<file path="src/rtl/fetch_control_sequencer.sv">
// fetch_control_sequencer
//   Program counter and instruction register owner for the 24-bit CPU.
//   Fetches one instruction word per req/ready handshake, decodes the
//   4-bit opcode in Instruction[23:20], and drives the datapath control
//   strobes for one cycle (two for LW: EXEC then WB).
//
// Ports
//   clock        rising-edge system clock
//   reset        asynchronous, active-high reset
//   imem_req     instruction fetch request (low during reset and HALT)
//   imem_addr    fetch address, always equal to PC
//   imem_ready   fetch accepted; imem_rdata valid this cycle
//   imem_rdata   fetched instruction word
//   pc_beq_in    branch-resolved next PC from the datapath
//   PC           current program counter
//   Instruction  instruction register
//   RegDst, ALUsrc, MemToReg, Regwrite, MemRead, MemWrite, Branch
//                datapath control strobes
//   ALUop        ALU operation class
//   halted       sticky, set by HALT
//   illegal_op   sticky, set by an undefined opcode
//   retired      retired-instruction counter (wraps)
module fetch_control_sequencer #(
  parameter logic [23:0] RESET_PC = 24'h000000,
  parameter logic [23:0] PC_STEP  = 24'd3
) (
  input  logic        clock,
  input  logic        reset,
  output logic        imem_req,
  output logic [23:0] imem_addr,
  input  logic        imem_ready,
  input  logic [23:0] imem_rdata,
  input  logic [23:0] pc_beq_in,
  output logic [23:0] PC,
  output logic [23:0] Instruction,
  output logic        RegDst,
  output logic        ALUsrc,
  output logic        MemToReg,
  output logic        Regwrite,
  output logic        MemRead,
  output logic        MemWrite,
  output logic        Branch,
  output logic [1:0]  ALUop,
  output logic        halted,
  output logic        illegal_op,
  output logic [15:0] retired
);

  typedef enum logic [1:0] {
    S_FETCH = 2'd0,
    S_EXEC  = 2'd1,
    S_WB    = 2'd2,
    S_HALT  = 2'd3
  } state_e;

  typedef enum logic [3:0] {
    OP_RTYPE = 4'h0,
    OP_ADDI  = 4'h1,
    OP_LW    = 4'h2,
    OP_SW    = 4'h3,
    OP_BEQ   = 4'h4,
    OP_HALT  = 4'hF
  } opcode_e;

  state_e      r_state;
  state_e      w_next;
  logic [23:0] r_pc;
  logic [23:0] r_instr;
  logic        r_halted;
  logic        r_illegal;
  logic [15:0] r_retired;

  logic [3:0]  w_op;
  logic        w_reg_dst;
  logic        w_alu_src;
  logic        w_mem_to_reg;
  logic        w_reg_write;
  logic        w_mem_read;
  logic        w_mem_write;
  logic        w_branch;
  logic [1:0]  w_alu_op;
  logic        w_is_illegal;
  logic        w_retire;
  logic        w_take_branch;

  assign w_op = r_instr[23:20];

  // Controls depend only on registered state and the instruction register,
  // never on imem_rdata, so they are glitch-free with respect to the fetch bus.
  always_comb begin
    w_next        = r_state;
    w_reg_dst     = 1'b0;
    w_alu_src     = 1'b0;
    w_mem_to_reg  = 1'b0;
    w_reg_write   = 1'b0;
    w_mem_read    = 1'b0;
    w_mem_write   = 1'b0;
    w_branch      = 1'b0;
    w_alu_op      = 2'b00;
    w_is_illegal  = 1'b0;
    w_retire      = 1'b0;
    w_take_branch = 1'b0;

    case (r_state)
      S_FETCH: begin
        if (imem_ready) w_next = S_EXEC;
      end

      S_EXEC: begin
        w_next   = S_FETCH;
        w_retire = 1'b1;
        case (w_op)
          OP_RTYPE: begin
            w_reg_dst   = 1'b1;
            w_reg_write = 1'b1;
            w_alu_op    = 2'b10;
          end
          OP_ADDI: begin
            w_alu_src   = 1'b1;
            w_reg_write = 1'b1;
          end
          OP_LW: begin
            // Register write deferred to WB, once memory data is valid.
            w_alu_src    = 1'b1;
            w_mem_read   = 1'b1;
            w_mem_to_reg = 1'b1;
            w_next       = S_WB;
            w_retire     = 1'b0;
          end
          OP_SW: begin
            w_alu_src   = 1'b1;
            w_mem_write = 1'b1;
          end
          OP_BEQ: begin
            w_branch      = 1'b1;
            w_alu_op      = 2'b01;
            w_take_branch = 1'b1;
          end
          OP_HALT: begin
            w_next   = S_HALT;
            w_retire = 1'b0;
          end
          default: begin
            w_is_illegal = 1'b1;
          end
        endcase
      end

      S_WB: begin
        w_mem_read   = 1'b1;
        w_mem_to_reg = 1'b1;
        w_reg_write  = 1'b1;
        w_alu_src    = 1'b1;
        w_next       = S_FETCH;
        w_retire     = 1'b1;
      end

      S_HALT: begin
        w_next = S_HALT;
      end

      default: begin
        w_next = S_FETCH;
      end
    endcase
  end

  always_ff @(posedge clock or posedge reset) begin
    if (reset) begin
      r_state   <= S_FETCH;
      r_pc      <= RESET_PC;
      r_instr   <= '0;
      r_halted  <= 1'b0;
      r_illegal <= 1'b0;
      r_retired <= '0;
    end else begin
      r_state <= w_next;
      if (r_state == S_FETCH && imem_ready) r_instr <= imem_rdata;
      if (w_retire) begin
        r_pc      <= w_take_branch ? pc_beq_in : r_pc + PC_STEP;
        r_retired <= r_retired + 16'd1;
      end
      if (w_is_illegal) r_illegal <= 1'b1;
      if (r_state == S_EXEC && w_next == S_HALT) r_halted <= 1'b1;
    end
  end

  assign imem_req    = (r_state == S_FETCH) && !reset;
  assign imem_addr   = r_pc;
  assign PC          = r_pc;
  assign Instruction = r_instr;
  assign RegDst      = w_reg_dst;
  assign ALUsrc      = w_alu_src;
  assign MemToReg    = w_mem_to_reg;
  assign Regwrite    = w_reg_write;
  assign MemRead     = w_mem_read;
  assign MemWrite    = w_mem_write;
  assign Branch      = w_branch;
  assign ALUop       = w_alu_op;
  assign halted      = r_halted;
  assign illegal_op  = r_illegal;
  assign retired     = r_retired;

endmodule
</file>
<file path="config.mk">
export PLATFORM = sky130hd
export DESIGN_NAME = fetch_control_sequencer
export DESIGN_NICKNAME = d
export VERILOG_FILES = /design/src/rtl/fetch_control_sequencer.sv
export SDC_FILE = /design/constraint.sdc
export NUM_CORES = 1
export LEC_CHECK = 0
export BUFFER_PORTS_ARGS = -buffer_cell sky130_fd_sc_hd__buf_2
export CORE_ASPECT_RATIO = 1.2
export CORE_MARGIN = 2
export CORE_UTILIZATION = 52
export DETAILED_ROUTE_END_ITERATION = 16
export PLACE_DENSITY = 0.85
export SLEW_MARGIN = 20
export SYNTH_ARGS = -nofsm -noshare
export SYNTH_HDL_FRONTEND = slang
export SYNTH_SLANG_ARGS = --single-unit
</file>
<file path="constraint.sdc">
create_clock -name clock -period 3.7 [get_ports clock]
set_input_delay 0.185 -clock clock [delete_from_list [all_inputs] [get_ports clock]]
set_output_delay 0.185 -clock clock [all_outputs]
set_load 0.005 [all_outputs]
</file>
Yosys cells after proc, flatten, opt, wreduce, memory -nomap -nowiden
Index checks and enable logic that the tools add are counted.
- flip-flop bits (word level): 68
- input bits: 51
- output and inout bits: 100
- word-level logic and storage cells: 49
- add/sub/neg operators: 2
- eq/ne operators: 9
- muxes and demuxes: 22
- reductions and logical operators: 10
- operators by type and width (kind ; number):
    $add A24 B2 Y24 const B ; 1
    $mux W24 ; 1
    $add A16 B1 Y16 const B ; 1
    $mux W1 ; 12
    $eq A4 B2 Y1 const B ; 2
    $pmux W1 S2 ; 4
    $pmux W2 S2 ; 2
    $pmux W2 S4 ; 1
    $eq A2 B2 Y1 const B ; 3
    $reduce_or A6 Y1 ; 1
    $eq A4 B1 Y1 const B ; 1
    $eq A4 B3 Y1 const B ; 1
    $eq A4 B4 Y1 const B ; 1
    $logic_not A4 Y1 ; 1
    $mux W2 ; 2
    $reduce_or A2 Y1 ; 2
    $logic_and A1 B1 Y1 ; 3
    $reduce_or A3 Y1 ; 1
    $eq A2 B1 Y1 const B ; 1
    $logic_not A2 Y1 ; 1
    $logic_not A1 Y1 ; 1

Depth between registers and ports, before layout
Gate-level depths: netlist of the first run.
- word-level depth: 5
- depth in mapped cells: 9
- depth with buffers taken out: 8

Least setup slack after synthesis of the first run
Ideal clock, no wire load.
- path kind: register -> register
- start: register r_pc[0] (netlist: PC[0])
- end: register r_pc[18] (netlist: PC[18])
- library setup time: 0.121 ns
- arrival: 1.732 ns
- required time: 3.579 ns
- setup slack: 1.846 ns
- stages on the path, launching flop included: 9
- buffers on the path: 1
- clock period less this slack: 1.854 ns
- cells stage by stage: dfrtp_1 inv_1 ha_1 and4b_1 and4_1 buf_2 nand2_1 o22a_1 o22a_1
- word-level cells in the longest chain between the ends: 2
- RTL lines (item ; line ; RTL):
    start, declared ; 67 ; logic [23:0] r_pc;
    start signal, assigned ; 180 ; r_pc <= w_take_branch ? pc_beq_in : r_pc + PC_STEP;
    $add A24 B2 Y24 ; 180 ;
    $mux W24 ; 180 ;
Every way passes these cells.
A chain may end at the register's enable or synchronous reset.

Worst setup path after layout of the first run
- start: register r_state[1]
- end: output port ALUop[0]
- word-level cells in the longest chain between the ends: 2
- RTL lines (item ; line ; RTL):
    start, declared ; 65 ; state_e r_state;
    start signal, assigned ; 177 ; r_state <= w_next;
    $eq A2 B1 Y1 ; 104 ; case (r_state)
    $mux W2 ; 104 ;
    end, declared ; 43 ; output logic [1:0] ALUop,
Every way passes these cells.

==> metrics, run 1 <==
status finished, final reports clean; die area 0.00777 mm^2; GRT Total Usage 22.8%; CTS Buffer Depth 2; syn_nets 415; power per cell area 789 mW/mm^2; layout filler cell count 572; element type at the critical path start flop; core box area 0.00685 mm^2; crit path DAT 2.45 ns; Critical Path End Type output port; diode count 0; largest net degree at the start of global routing 42; sequential cell area in the final layout 0.00170 mm^2; first drt pass iteration count 4; width of the chip 80.8 um; Clock Sink Count 68; power after layout approximately 3.5 mW; maximum level of the CTS H-tree 3; portion of synthesized cell area occupied by the leading cell type a little under half; clock root buffer master sky130_fd_sc_hd__clkbuf_8; RSZ-0062 raised after global routing no; worst IR drop on VDD 0.000415 V; later-pin clock latency in the skew report 0.35 ns; Worst EP required 3.51 ns; highest net fanout along the worst path 28; TritonCTS clock tree done; number of standard cells after synthesis between 300 and 400; wire length of the first global-routing pass 13800 um; per-cell via count in the routed design 5.61; number of max-slew violations in the final report 0; ys async rst share 100%; site row count 33; list of most frequent post-synthesis cells sky130_fd_sc_hd__dfrtp_1, sky130_fd_sc_hd__a21oi_1, sky130_fd_sc_hd__buf_4, sky130_fd_sc_hd__nand2_1, sky130_fd_sc_hd__mux2_2; sequential-to-total area share from yosys stat 46.2%; number of antenna-violating nets in the routed design 0; Post-Route Skew 0.0118 ns; final cycle utilization of the critical path 71.1%; vias in the first global route 2958; post-CTS setup buffers 0; summed negative setup slack over all endpoints 0 ns; overall die height between 90 and 100 um; synth unique cells 52; synthesis-to-layout area growth 22.0%; wire length per cell around 15 um; worst min path class primary input to asynchronous set/reset pin; flip-flop cell with the highest count after synthesis sky130_fd_sc_hd__dfrtp_1; number of hold buffers added after cts 0; Max-cap violations 0; time the final worst path needs with I/O delays and setup 2.63 ns; flops & latches, synth 68; Post-DP HPWL 6300 um; number of vias in the routed layout about 3200; clock slew at the register clock pins of the worst setup and hold paths approximately 0.08 ns; share of cells above drive strength 1 a little over two fifths; total area of multi-input combinational cells 0.00164 mm^2; number of buffers added by the clock tree synthesis step 9; Leakage 2.20 nW; endpoints failing setup 0; transition time at the pin with the least slew margin 1.07 ns; first-iteration detailed-routing DRC count roughly 210; headroom to the max-slew limit 28.5%; final number of hold-violating endpoints 0; Final Net Count 536; number of gates given a new drive strength after cts 0; effective utilization at floorplan between 50% and 60%; port bufs 150; most frequent cell after synthesis sky130_fd_sc_hd__dfrtp_1; total of warnings raised by yosys 0; register-to-register path setup slack 1.14 ns; final weighted congestion of routability-driven global placement 0.868; number of flops mapped to enable cells by yosys 0; type of the worst setup path flop to output port; final global-route overflow total 0; number of antenna violations at the first check in global routing 0; dominant cell type by area after synthesis sky130_fd_sc_hd__dfrtp_1; Mean Syn Cell Area 10.3 um^2; WL final 8800 um; IO Count between 150 and 200; DRC violation count after routing 0; cell area after synthesis ~0.0037 mm^2; upper clock frequency limit 380 MHz; leading post-synthesis cells by cell area sky130_fd_sc_hd__dfrtp_1, sky130_fd_sc_hd__mux2_2, sky130_fd_sc_hd__buf_4
layout make-up:
type                            count  share of cell area (%)
Inverter                           11                   0.919
Clock inverter                      7                    2.20
Timing Repair Buffer              154                    17.4
Tap cell                           87                    2.42
Clock buffer                        9                    2.76
Sequential cell                    68                    37.9
Multi-Input combinational cell    234                    36.4
layout by cell type, fill, tap and decap left out, types with 3 or more instances in the layout:
master                      synthesis  final
sky130_fd_sc_hd__a21oi_1           30     30
sky130_fd_sc_hd__nand3_1           11     10
sky130_fd_sc_hd__o21ai_0           17     17
sky130_fd_sc_hd__nand2b_1           3      3
sky130_fd_sc_hd__buf_4             28      4
sky130_fd_sc_hd__nand4_1           12     12
sky130_fd_sc_hd__inv_1             10      9
sky130_fd_sc_hd__nor2_1            17     16
sky130_fd_sc_hd__a31o_2             4      4
sky130_fd_sc_hd__o21a_1             3      3
sky130_fd_sc_hd__mux2_2            24     24
sky130_fd_sc_hd__buf_2              7    150
sky130_fd_sc_hd__clkbuf_8           0      9
sky130_fd_sc_hd__ha_1               7      7
sky130_fd_sc_hd__and3_1             9      9
sky130_fd_sc_hd__nand2_1           26     26
sky130_fd_sc_hd__o22ai_1           10     10
sky130_fd_sc_hd__and4_1             5      5
sky130_fd_sc_hd__xnor2_1           13     13
sky130_fd_sc_hd__o22a_1             3      3
sky130_fd_sc_hd__dfrtp_1           68     68
sky130_fd_sc_hd__a2bb2oi_1          8      8
flip-flops by register name, summed over array words and instances (netlist names):
name / cells
r_state: 2
illegal_op: 1
PC: 24
retired: 16
Instruction: 24
halted: 1
cells by family after synthesis:
logic type	share of synthesized area (%)
fa+ha+maj	2.38
xor+xnor	3.57
simple gates	14.4
buf+inv	9.52
mux	7.61
flops	46.2
compound gates	16.3
where the power goes:
part	total [mW]	internal (mW)	switching [mW]	leakage, nW
clock network	0.687	0.383	0.305	0.110
logic	1.48	0.726	0.751	1.27
registers	1.38	1.04	0.342	0.822
final timing paths:
path,cells past startpoint,endpoint,from
min in group clock,2,Instruction[14]$_DFFE_PP0P_,imem_rdata[14]
max in group asynchronous,3,r_state[0]$_DFF_PP0_,reset
min reg2reg,1,illegal_op$_DFFE_PP0P_,illegal_op$_DFFE_PP0P_
max reg2reg,7,PC[15]$_DFFE_PP0P_,r_state[0]$_DFF_PP0_
min,2,retired[13]$_DFFE_PP0P_,reset
max,6,ALUop[0],r_state[1]$_DFF_PP0_
critical path, stage by stage (launching register included):
cell                      delay [ns]
sky130_fd_sc_hd__dfrtp_1        0.41
sky130_fd_sc_hd__inv_1          0.12
sky130_fd_sc_hd__ha_1           0.27
sky130_fd_sc_hd__nor2b_1        0.23
sky130_fd_sc_hd__nand3_2        0.48
sky130_fd_sc_hd__inv_2          0.42
sky130_fd_sc_hd__buf_2          0.18
per-stage QoR:
step / hold WS (ns) / instances / setup WS, ns / util, % / cell area (um^2)
finish: 0.0215 / 570 / 1.07 / 65.5 / 4490
global route: 0.0585 / 570 / 0.849 / 65.5 / 4490
CTS: 0.0497 / 570 / 1.09 / 65.5 / 4490
detailed placement: 0.424 / 554 / 1.14 / 62.3 / 4270
global placement: 0.416 / 554 / 1.24 / 62.3 / 4270
floorplan: 0.336 / 357 / 1.80 / - / 3680
per-layer routing:
| metal | track usage (%) | vias to the layer above | wire length, um |
|---|---|---|---|
| met5 | 0 | - | 0 |
| met4 | 8.19 | 0 | 106 |
| met3 | 5.63 | 14 | 759 |
| met2 | 37.8 | 161 | 4330 |
| met1 | 28.9 | 1525 | 3600 |
| li1 | - | 1496 | - |
Note: power is estimated with default switching activity, not from simulation.
==> inputs of run 2 (changes only) <==
CORE_UTILIZATION = 49   (was 52)
PLACE_DENSITY = 0.81   (was 0.85)
clock period = 2.7 ns   (was 3.7 ns; I/O delays follow)
==> run 2 against run 1 <==
- routed wire length rose by 2.0%
- flip-flop and latch count did not move
- setup slack got worse by 0.66 ns
- critical path depth rose by 1
- global-route usage fell by 1.1 points
- cell count rose by 0.88%
- clock power rose by 35%
- critical path type unchanged
- first-iteration DRC count fell by 26%
- core utilization fell by 3.4 points
==> metrics, run 2 (synthesis results as in run 1) <==
headroom to the max-slew limit between 50% and 60%; summed negative setup slack over all endpoints 0 ns; final number of hold-violating endpoints 0; die area 0.00822 mm^2; upper clock frequency limit 436 MHz; number of gates given a new drive strength after cts 0; post-CTS setup buffers 0; Post-Route Skew 0.00798 ns; per-cell via count in the routed design between 5 and 6; number of vias in the routed layout 3190; largest net degree at the start of global routing 50; effective utilization at floorplan between 50% and 60%; worst min path class primary input to flop; wire length of the first global-routing pass 14300 um; Clock Sink Count 68; terminating pin of the worst hold path Instruction[0]$_DFFE_PP0P_; highest routed layer met4; power per cell area 1080 mW/mm^2; placed cells 558; crit path DAT approximately 2.2 ns; number of cells traversed by the worst register-to-register path 7; WL final approximately 9000 um; synthesis-to-layout area growth 22.9%; number of antenna violations at the first check in global routing 1; first drt pass iteration count 4; Max-cap violations 0; core box area 0.00727 mm^2; fin cells 575; maximum level of the CTS H-tree 3; transition time at the pin with the least slew margin 0.606 ns; wire length per cell 15.6 um; port bufs 150; share of cells above drive strength 1 43.7%; diode count 0; met1 layer wirelength in the final routing 3590 um; RSZ-0062 raised after global routing no; element type at the critical path start flop; metal3 WL 744 um; highest net fanout along the worst path 5; CTS Buffer Depth 2; launch point of the worst reg-to-reg path r_state[0]$_DFF_PP0_; setup slack of the critical path after layout slightly above 0.4 ns; highest-count cells in the layout ignoring fill and taps sky130_fd_sc_hd__buf_2, sky130_fd_sc_hd__dfrtp_1, sky130_fd_sc_hd__a21oi_1; Critical Path End Type output port; number of cells traversed by the worst hold path 2; Final Net Count ~540; final global-route overflow total 0; endpoints failing setup 0; register-to-register path setup slack 0.56 ns; hold path startpoint imem_rdata[0]; Worst EP required 2.57 ns; DRC violation count after routing 0; TritonCTS clock tree done; first-iteration detailed-routing DRC count 153; clock slew at the register clock pins of the worst setup and hold paths 0.08 ns; setup slack at placement around 0.59 ns; number of buffers added by the clock tree synthesis step 9; met2 wirelength from detailed routing 4490 um; site row count 34; number of max-slew violations in the final report 0; Leakage 2.22 nW; status finished, final reports clean; worst IR drop on VDD 0.000670 V; number of antenna-violating nets in the routed design 0; type of the worst setup path flop to output port; width of the chip 83.1 um; Post-DP HPWL about 6600 um; final weighted congestion of routability-driven global placement roughly 0.82; IO Count 151; final cycle utilization of the critical path 84.9%; later-pin clock latency in the skew report 0.34 ns; most common cell after layout, fill and taps aside sky130_fd_sc_hd__buf_2; overall die height approximately 100 um; Critical R2R Capture PC[17]$_DFFE_PP0P_; clock root buffer master sky130_fd_sc_hd__clkbuf_8; GRT Total Usage 21.7%; vias in the first global route 3060; time the final worst path needs with I/O delays and setup between 2 and 2.5 ns
==> run 2: layout make-up <==
cell class              count  area, um^2
fillers                   608        2750
repair buffers            156         811
multi-input cells         234        1640
flip-flops and latches     68        1700
clock buffers               9         124
clock inverters             7        96.3
well taps                  90         113
inverters                  11        41.3
==> run 2: metal layers <==
layer / vias to the layer above / GRT usage (%)
met3: 12 / 5.19
met2: 138 / 36.2
li1: 1502 / -
met5: - / 0
met1: 1538 / 27.5
met4: 0 / 8.20
==> run 2: where the power goes <==
group | internal, mW | total, mW | switching [mW] | leakage, nW
clock | 0.524 | 0.928 | 0.403 | 0.114
sequential | 1.42 | 1.90 | 0.478 | 0.822
combinational | 1.01 | 2.04 | 1.03 | 1.28
==> run 2: worst max-delay path by stage <==
stage | slack, ns | end | start | cells past startpoint
floorplan | 0.85 | Instruction[0]$_DFFE_PP0P_ | reset | 1
CTS | 0.43 | MemRead | r_state[1]$_DFF_PP0_ | 7
global placement | 0.69 | PC[15]$_DFFE_PP0P_ | r_state[0]$_DFF_PP0_ | 7
detailed placement | 0.59 | PC[19]$_DFFE_PP0P_ | r_state[0]$_DFF_PP0_ | 7
finish | 0.41 | MemToReg | r_state[1]$_DFF_PP0_ | 7
global route | 0.32 | MemRead | r_state[1]$_DFF_PP0_ | 7
==> run 2: critical path: stages (launching register included) <==
cell and delay, ns:
sky130_fd_sc_hd__dfrtp_1 0.41, sky130_fd_sc_hd__inv_1 0.13, sky130_fd_sc_hd__ha_1 0.25, sky130_fd_sc_hd__nor2b_1 0.22, sky130_fd_sc_hd__nand2b_1 0.17, sky130_fd_sc_hd__nor3b_1 0.34, sky130_fd_sc_hd__o21a_1 0.19, sky130_fd_sc_hd__buf_2 0.12
==> run 2: timing repair <==
action / in CTS / in global routing
endpoints found under the setup margin: 0 / 0
hold endpoints to repair: 28 / 0
hold buffers: 1 / 0
==> run 2: metrics by stage <==
step	power (mW)	utilization [%]	hold WS [ns]	area [um^2]
finish	4.87	62.2	0.0180	4520
global route	5.21	62.2	0.00193	4520
detailed placement	3.95	59.0	0.244	4290
floorplan	3.34	-	0.286	3680
global placement	3.86	59.0	0.244	4290
CTS	4.90	62.2	0.00370	4520
==> inputs of run 3 (changes only) <==
ABC_AREA = 1   (was unset)
CORE_UTILIZATION = 46   (was 49)
PLACE_DENSITY = 0.77   (was 0.81)
clock period = 1.9 ns   (was 2.7 ns; I/O delays follow)
==> run 3 against run 2 <==
- cell area rose by 22%
- non-clock buffer count up 30
- core utilization shrank 1.4 points
- sequential share of layout area fell by 6.8 points
- critical endpoint is now ALUsrc
- clock power up 37%
==> metrics, run 3 <==
first drt pass iteration count 4; GRT Total Usage 24.9%; final design instance area without fill 0.00552 mm^2; Critical Path End Type output port; syn_nets 620; Post-Place Cell Area 0.00500 mm^2; worst min path class primary input to flop; first-iteration detailed-routing DRC count approximately 150; list of most frequent post-synthesis cells sky130_fd_sc_hd__nand2_1, sky130_fd_sc_hd__nor2_1, sky130_fd_sc_hd__dfrtp_1, sky130_fd_sc_hd__inv_1, sky130_fd_sc_hd__nand3_1; RSZ-0062 raised after global routing no; hold path startpoint imem_ready; number of buffers added by the clock tree synthesis step 9; highest-count cells in the layout ignoring fill and taps sky130_fd_sc_hd__nand2_1, sky130_fd_sc_hd__buf_2, sky130_fd_sc_hd__nor2_1; Bufs and invs on worst path 3; worst IR drop on VDD 0.000422 V; Post-DP HPWL ~8200 um; overall die height 110 um; later-pin clock latency in the skew report around 0.35 ns; register-to-register path setup slack approximately 0.27 ns; most common cell after layout, fill and taps aside sky130_fd_sc_hd__nand2_1; type of the worst setup path flop to output port; share of cells above drive strength 1 between 30% and 40%; total of warnings raised by yosys 0; number of cells traversed by the worst hold path 3; Post-Route Skew 0.00901 ns; Mean Syn Cell Area 7.70 um^2; highest net fanout along the worst path 4; placed cells roughly 800; most used cell along the critical path sky130_fd_sc_hd__inv_1; Synth Area in Simple Gates 31.6%; clock root buffer master sky130_fd_sc_hd__clkbuf_8; element type at the critical path start flop; final weighted congestion of routability-driven global placement about 0.9; time the final worst path needs with I/O delays and setup 1.79 ns; core occupancy in the finished layout 60.8%; final global-route overflow total 0; dominant cell type by area after synthesis sky130_fd_sc_hd__dfrtp_1; synthesis-to-layout area growth 27.6%; per-cell via count in the routed design between 4 and 5; port bufs 150; global route hottest layer met2; synthesized-area fraction occupied by adder cells approximately 2.0%; number of max-slew violations in the final report 0; library cell contributing the largest single delay on the critical path sky130_fd_sc_hd__dfrtp_1; cell area after synthesis 0.00433 mm^2; largest net degree at the start of global routing 69; width of the chip between 90 and 100 um; summed negative setup slack over all endpoints 0 ns; Clock Sink Count between 60 and 70; ys async rst share 100%; WL final 12100 um; Final Net Count ~780; maximum level of the CTS H-tree 3; DRC violation count after routing 0; die area 0.0102 mm^2; core box area slightly above 0.009 mm^2; Critical Path, Cell by Cell inv_1 -> ha_1 -> inv_1 -> a21oi_1 -> buf_2; CTS Buffer Depth 2; fin cells between 800 and 900; clock slew at the register clock pins of the worst setup and hold paths 0.08 ns; endpoints failing setup 0; longest individual stage delay on the worst path roughly 0.44 ns; number of flops mapped to enable cells by yosys 0; synth unique cells 35; most frequent cell after synthesis sky130_fd_sc_hd__nand2_1; number of vias in the routed layout 4192; power per cell area 515 mW/mm^2; number of antenna violations at the first check in global routing 0; final cycle utilization of the critical path 94.4%; site row count 38; sequential-to-total area share from yosys stat 39.3%; Synth Area in Compound Gates 6.85%; terminating pin of the worst hold path r_state[0]$_DFF_PP0_; met3 usage 6.73%; power after layout 2.84 mW; final hold slack 0.0479 ns; number of antenna-violating nets in the routed design 0; setup slack of the critical path after layout 0.106 ns; number of standard cells after synthesis 562; number of cells traversed by the worst register-to-register path 9; combinational family with the most area after synthesis simple AND/OR/NAND/NOR gates; kind of cell with the highest combined delay on the critical path flip-flops; flops & latches, synth around 70; portion of synthesized cell area occupied by the leading cell type 39.3%; vias in the first global route 4263; flip-flop cell with the highest count after synthesis sky130_fd_sc_hd__dfrtp_1; wire length of the first global-routing pass 20000 um; headroom to the max-slew limit 69.6%; TritonCTS clock tree done; leading post-synthesis cells by cell area sky130_fd_sc_hd__dfrtp_1, sky130_fd_sc_hd__nand2_1, sky130_fd_sc_hd__nor2_1; diode count 0; Critical R2R Capture PC[14]$_DFFE_PP0P_; setup slack at placement 0.104 ns; Leakage 3.12 nW; effective utilization at floorplan 47.6%; share of cell area taken by muxes after synthesis 5.47%; transition time at the pin with the least slew margin approximately 0.45 ns; final number of hold-violating endpoints 0; status finished, final reports clean; M2 GR Usage 44.0%; Max-cap violations 0; crit path DAT 1.70 ns; Post-Synth XOR/XNOR Area 2.02%; upper clock frequency limit 558 MHz; wire length per cell around 14 um; IO Count 151; Worst EP required 1.80 ns; launch point of the worst reg-to-reg path PC[0]$_DFFE_PP0P_; met1 Use GR 29.2%
## run 3: cell types whose count changed after synthesis, sizes merged, moves of 10 or more
cell | before | now
o21ai | 18 | 36
nand3 | 11 | 40
o22ai | 10 | 0
a21oi | 32 | 5
nand2 | 26 | 169
inv | 11 | 56
nor2 | 17 | 78
## run 3: worst min-delay path, stage by stage
cell and delay, ns:
sky130_fd_sc_hd__buf_2 0.10, sky130_fd_sc_hd__o21ai_0 0.07, sky130_fd_sc_hd__nand2_1 0.09
## run 3: repair_timing
| action | CTS | global route |
|---|---|---|
| endpoints found under the hold margin | 92 | 0 |
| gates cloned | 1 | 0 |
| buffers inserted | 1 | 1 |
| pin swaps | 0 | 2 |
| gates resized for setup | 7 | 3 |
| hold buffers | 25 | 0 |
| setup endpoints to repair | 9 | 8 |
## run 3: final cells by class
| cell class | count | area [um^2] |
|---|---|---|
| clock buffer | 13 | 159 |
| clock inverter | 3 | 45.0 |
| fill | 799 | 3560 |
| inverter | 57 | 221 |
| multi-input combinational | 398 | 2120 |
| sequential | 68 | 1700 |
| tap | 120 | 150 |
| timing repair buffer | 186 | 1120 |
## run 3: worst max path at each step
stage / startpoint / to / depth (start not counted)
after floorplan: reset / Instruction[0]$_DFFE_PP0P_ / 1
after global placement: r_state[1]$_DFF_PP0_ / PC[10]$_DFFE_PP0P_ / 8
after detailed placement: r_state[1]$_DFF_PP0_ / PC[10]$_DFFE_PP0P_ / 8
after CTS: r_state[1]$_DFF_PP0_ / MemRead / 7
after global routing: Instruction[22]$_DFFE_PP0P_ / Branch / 6
final: r_state[0]$_DFF_PP0_ / ALUsrc / 5
## run 3: metal layers
metal	vias to the layer above	part of all wire, %
met3	24	7.9
met2	168	50
met5	-	0
met1	1930	40
met4	0	2.3
li1	2070	-
## run 3: cells by family after synthesis
logic type / Yosys count
XOR/XNOR: 10
adder cells (fa/ha/maj): 7
multiplexers: 21
flip-flops: 68
AO/OA/AOI/OAI: 45
AND/OR/NAND/NOR: 314
buffers and inverters: 97
## run 3: where the power goes
group / internal [mW] / switching [mW]
sequential: 1.45 / 0
clock: 0.680 / 0.586
combinational: 0.0743 / 0.0555
